### config.mk
export PLATFORM = sky130hd
export DESIGN_NAME = im_loader
export DESIGN_NICKNAME = d
export VERILOG_FILES = /design/src/rtl/im_loader.sv
export SDC_FILE = /design/constraint.sdc
export NUM_CORES = 1
export LEC_CHECK = 0
export ABC_AREA = 1
export ABC_CLOCK_PERIOD_IN_PS = 1610
export BUFFER_PORTS_ARGS = -buffer_cell sky130_fd_sc_hd__buf_2
export CAP_MARGIN = 20
export CORE_MARGIN = 1.5
export CORE_UTILIZATION = 51
export DETAILED_ROUTE_END_ITERATION = 8
export PLACE_DENSITY = 0.76
export SYNTH_ARGS = -nofsm -noshare
export SYNTH_HDL_FRONTEND = slang
export SYNTH_SLANG_ARGS = --single-unit
### constraint.sdc
create_clock -name clock -period 1.61 [get_ports clock]
set_input_delay 0 -clock clock [delete_from_list [all_inputs] [get_ports clock]]
set_output_delay 0 -clock clock [all_outputs]
set_load 0.03 [all_outputs]
### src/rtl/im_loader.sv
// Boot-time IM writer: parses a framed byte stream (count, big-endian words, XOR checksum),
// writes each word into instruction memory and holds the CPU in reset until the frame verifies.
module im_loader #(
  parameter int unsigned ADDR_W = 10
) (
  input  logic              clock,
  input  logic              reset,
  input  logic              start,
  input  logic              byte_valid,
  input  logic [7:0]        byte_data,
  output logic              byte_ready,
  output logic              im_we,
  output logic [ADDR_W-1:0] im_addr,
  output logic [31:0]       im_wdata,
  output logic              cpu_hold,
  output logic              done,
  output logic              err
);

  typedef enum logic [2:0] {
    S_IDLE, S_HDR_HI, S_HDR_LO, S_DATA, S_WRITE, S_CHK, S_DONE, S_ERR
  } state_t;

  state_t          state_q, state_d;
  logic [15:0]     count_q, count_d;
  logic [ADDR_W:0] idx_q,   idx_d;
  logic [31:0]     word_q,  word_d;
  logic [1:0]      bcnt_q,  bcnt_d;
  logic [7:0]      xor_q,   xor_d;
  logic [15:0]     hdr_n;
  logic            accept;

  always_ff @(posedge clock or negedge reset) begin
    if (!reset) begin
      state_q <= S_IDLE;
      count_q <= '0;
      idx_q   <= '0;
      word_q  <= '0;
      bcnt_q  <= '0;
      xor_q   <= '0;
    end else begin
      state_q <= state_d;
      count_q <= count_d;
      idx_q   <= idx_d;
      word_q  <= word_d;
      bcnt_q  <= bcnt_d;
      xor_q   <= xor_d;
    end
  end

  assign byte_ready = (state_q == S_HDR_HI) || (state_q == S_HDR_LO) ||
                      (state_q == S_DATA)   || (state_q == S_CHK);
  assign accept     = byte_valid && byte_ready;
  assign im_we      = (state_q == S_WRITE);
  assign im_addr    = idx_q[ADDR_W-1:0];
  assign im_wdata   = word_q;
  assign cpu_hold   = (state_q != S_DONE);
  assign done       = (state_q == S_DONE);
  assign err        = (state_q == S_ERR);

  always_comb begin
    state_d = state_q;
    count_d = count_q;
    idx_d   = idx_q;
    word_d  = word_q;
    bcnt_d  = bcnt_q;
    xor_d   = xor_q;
    hdr_n   = {count_q[15:8], byte_data};

    case (state_q)
      S_IDLE, S_DONE, S_ERR: begin
        if (start) begin
          state_d = S_HDR_HI;
          xor_d   = '0;
        end
      end
      S_HDR_HI: begin
        if (accept) begin
          count_d[15:8] = byte_data;
          xor_d         = xor_q ^ byte_data;
          state_d       = S_HDR_LO;
        end
      end
      S_HDR_LO: begin
        if (accept) begin
          count_d = hdr_n;
          xor_d   = xor_q ^ byte_data;
          idx_d   = '0;
          bcnt_d  = '0;
          // Word index is one bit wider than im_addr so a full-capacity frame still terminates.
          if (32'(hdr_n) > (32'd1 << ADDR_W)) state_d = S_ERR;
          else if (hdr_n == 16'd0)            state_d = S_CHK;
          else                                state_d = S_DATA;
        end
      end
      S_DATA: begin
        if (accept) begin
          word_d = {word_q[23:0], byte_data};
          xor_d  = xor_q ^ byte_data;
          bcnt_d = bcnt_q + 2'd1;
          if (bcnt_q == 2'd3) state_d = S_WRITE;
        end
      end
      S_WRITE: begin
        idx_d = idx_q + 1'b1;
        if ((32'(idx_q) + 32'd1) == 32'(count_q)) state_d = S_CHK;
        else                                     state_d = S_DATA;
      end
      S_CHK: begin
        if (accept) state_d = (byte_data == xor_q) ? S_DONE : S_ERR;
      end
      default: state_d = S_IDLE;
    endcase
  end

endmodule

==> impl_metrics.csv <==
group,metric,value,unit
hold_path,hold_path.class,"in -> reg",
critical_path,cp-end-kind,"flop",
route,vias,3235,
sta,period_needed,1.694,ns
critical_path,r2r-end,"state_q[1]",
power_and_ir_drop,leakage,2.396,nW
sta,setup_viol,3,
sta,final_critical_path_setup_slack,-0.08397,ns
layout,antenna_cells,0,
critical_path,crit_chain,"buf_6 > nand2_4 > nor2_4 > nand2_2 > nand2_2 > nand3_2 > nand2_2 > nand2_1 > nor2_1 > nand4_1 > nand2_1 > nand2_1 > nand2_1 > nand2_1",
synth,yosys_warnings,0,
critical_path,crit_path_end,"state_q[1]",
power_and_ir_drop,power.internal,5.220,mW
layout,stdcell_count,635,
floorplanning,die_y,87.18,um
cts,clock_latency,0.35,ns
grt,antenna_found_initial,0,
power_and_ir_drop,p_clk_share,15.4,%
sta,maxSlewViolCount,0,
floorplanning,dieArea,7599,sq um
synth,syn_nets,459,
power_and_ir_drop,p_comb_share,51.0,%
route,routed_via_density,5.094,
synth,synthArstFlopShare,100.0,%
floorplanning,pin_count,59,
route,firstDrtPassIters,5,
synth,yosysSeqAreaShare,49.86,%
sta,rsz0062_at_grt,"yes",
critical_path,slowest_delay,0.40,ns
layout,fin_area,4616,sq um
critical_path,crit_family,"simple AND/OR/NAND/NOR gates",
sta,period_share,105.2,%
layout,drive_gt1_share,28.76,%
critical_path,rr_worst_depth,14,
critical_path,cp.depth,14,
synth,synth.distinct_cells,26,
critical_path,path_max_fanout,8,
power_and_ir_drop,power.net_switching,4.417,mW
placement,dp_hpwl,5.796,mm
critical_path,r2r_start,"idx_q[1]",
power_and_ir_drop,power_density,2088,nW/um^2
synth,synth_ff_type,"dfrtp_1",
critical_path,startpoint,"idx_q[1]",
route,wire_per_inst,13.43,um
synth,synth_seq_cells,72,
cts,cts_made_buffers,9,
layout,nNetsFinal,548,
layout,fill_cells,556,
placement,placed_cell_area,4124,sq um
grt,grt_pass1_wl,13.41,mm
route,wl,8.527,mm
sta,max_slew.worst_pin.slew,0.6497,ns
power_and_ir_drop,vdd_drop_max,1.224,mV
floorplanning,design.core.area,6832,sq um
cts,clk_path_buf_depth,2,
grt,grt_pass1_vias,2907,
critical_path,crit_arrival,1.94,ns
cts,cts_root_buf,"clkbuf_8",
outcome,violations,"setup timing",
synth,avgSynthCellArea,8.120,sq um
placement,io_buffers,58,
route,drc,0,
cts,clock-sinks,72,
placement,pre_cts_ws,-0.1631,ns
sta,fin_setup_tns,-0.2148,ns
layout,synthToLayoutAreaGrowth,27.74,%
critical_path,r2r_setup_slack,-0.08,ns
outcome,status,"finished, violations left",
route,antenna_left,0,
critical_path,critPathBufInv,1,
synth,syn-cell-area,3613,sq um
grt,grt.total_usage,22.88,%
sta,fmax,0.5903,GHz
critical_path,criticalPathCategory,"reg -> reg",
critical_path,required,1.86,ns
cts,htreeDepth,3,
route,drt_iter0_drc,171,
grt,globalRouteOverflowTotal,0,
critical_path,worst_path_most_repeated_cell,"nand2_1",
power_and_ir_drop,pwr-share-seq,33.6,%
synth,synth_edf_count,0,
placement,place_congestion,0.9052,
grt,grt_max_degree,52,
critical_path,critPathSlowestCell,"dfrtp_1",
job,drv_cap,0,
critical_path,start_kind,"flop",
cts,clk_pin_slew,0.08,ns
sta,skew,0.01040,ns
cts,cts_tree,"done",
placement,dpl.cell_count,605,
sta,hold_viol,0,
sta,relSlewSlack,56.56,%
floorplanning,start_util,52.89,%
floorplanning,die_x,87.18,um
floorplanning,row_count,30,
power_and_ir_drop,switching_share,45.83,%
synth,synthCells,445,
[synth_stat cells (2+ instances only)]
| library cell | count | area [sq um] |
|---|---|---|
| nand4_1 | 6 | 37.54 |
| a21oi_1 | 6 | 30.03 |
| nor2_4 | 2 | 22.52 |
| buf_4 | 11 | 82.58 |
| mux2_2 | 14 | 157.7 |
| o21ai_1 | 6 | 30.03 |
| nor3_1 | 5 | 25.02 |
| o21ai_0 | 43 | 215.2 |
| o22ai_1 | 4 | 25.02 |
| nand3b_1 | 3 | 22.52 |
| nand2_1 | 121 | 454.2 |
| nor2_1 | 31 | 116.4 |
| inv_2 | 4 | 15.01 |
| clkbuf_1 | 6 | 22.52 |
| nand3_1 | 37 | 185.2 |
| ha_1 | 2 | 25.02 |
| o31ai_1 | 3 | 22.52 |
| inv_1 | 53 | 198.9 |
| xnor2_1 | 3 | 26.28 |
| buf_2 | 2 | 10.01 |
| dfrtp_1 | 72 | 1802 |
| xor2_1 | 5 | 43.79 |
| nor2_2 | 3 | 18.77 |
[tightest hold or removal path, cell delays in order]
cell and delay (ns):
buf_2 0.11, xnor2_1 0.14, o31ai_1 0.08
[placed cells by master (no fill, tap or decap), types with 2 or more instances in the layout]
| cell type | count |
|---|---|
| a21oi_1 | 5 |
| buf_12 | 2 |
| buf_2 | 58 |
| buf_4 | 24 |
| buf_6 | 2 |
| clkbuf_16 | 2 |
| clkbuf_8 | 11 |
| dfrtp_1 | 70 |
| dfrtp_2 | 2 |
| dlygate4sd3_1 | 9 |
| inv_1 | 50 |
| inv_2 | 7 |
| mux2_2 | 14 |
| nand2_1 | 111 |
| nand2_2 | 9 |
| nand2_4 | 2 |
| nand3_1 | 32 |
| nand3_2 | 4 |
| nand3b_1 | 3 |
| nand4_1 | 6 |
| nor2_1 | 28 |
| nor2_2 | 3 |
| nor2_4 | 5 |
| nor3_1 | 4 |
| o21ai_0 | 42 |
| o21ai_1 | 6 |
| o22ai_1 | 4 |
| o31ai_1 | 3 |
| xnor2_1 | 3 |
| xor2_1 | 5 |
[through the flow]
stage               utilization, %  total power, mW  hold WS (ns)
floorplan                        -            6.448       -0.2956
global placement             60.37            7.700       0.01676
detailed placement           60.37            7.824       0.01746
CTS                          65.57            9.427       0.01141
global route                 67.56            10.33       0.04285
finish                       67.56            9.636       0.03009
[flip-flops by register name, summed over array words and instances, names as in the netlist]
| signal | cells |
|---|---|
| bcnt_q | 2 |
| state_q | 3 |
| xor_q | 8 |
| idx_q | 11 |
| count_q | 16 |
| im_wdata | 32 |
[power by group through the flow]
stage | combinational (mW) | clock [mW] | sequential (mW)
4_1_cts | 4.70 | 1.52 | 3.20
5_1_grt | 5.39 | 1.58 | 3.35
3_3_place_gp | 4.48 | 0 | 3.22
3_5_place_dp | 4.59 | 0 | 3.24
2_1_floorplan | 2.53 | 0 | 3.91
6_report | 4.91 | 1.49 | 3.24
[cell type report]
cell class              instances  area, sq um  area share [%]
flip-flops and latches         72         1804           39.09
multi-input cells             297         1598           34.62
repair buffers                 97        673.1           14.58
inverters                      57        214.0           4.635
clock buffers                  12        155.1           3.361
well taps                      96        120.1           2.602
clock inverters                 4        51.30           1.111
[logic make-up after synthesis]
logic type      after synthesis  synth area share, %
flops                        72                49.86
simple gates                209                24.58
fa+ha+maj                     2               0.6924
mux                          14                4.363
compound gates               64                9.453
xor+xnor                      8                1.939
buf+inv                      76                9.106
[timing repair]
action                                  in CTS  in global routing
cloned                                       0                  2
buffers inserted                             3                  0
hold endpoints to repair                    32                  0
hold buffers                                 9                  0
pin swaps                                    0                 11
endpoints found under the setup margin       5                 26
resized for setup                           12                 24
[routing by layer]
layer / GRT usage [%] / share of wire, % / vias to the layer above
met3: 6.256 / 5.5 / 10
met2: 36.29 / 49 / 98
met1: 31.07 / 45 / 1523
met5: 0 / 0 / -
met4: 6.494 / 0.96 / 0
li1: - / - / 1604
[worst min path at each step]
stage | from | end | slack (ns) | cells after the start
floorplan | reset | bcnt_q[0] | -0.30 | 0
global placement | reset | im_wdata[27] | 0.02 | 1
detailed placement | reset | im_wdata[26] | 0.02 | 1
CTS | byte_data[0] | xor_q[0] | 0.01 | 3
global route | byte_data[0] | count_q[0] | 0.04 | 3
finish | byte_data[0] | xor_q[0] | 0.03 | 3
No activity file was read; power rests on OpenSTA's default activity.
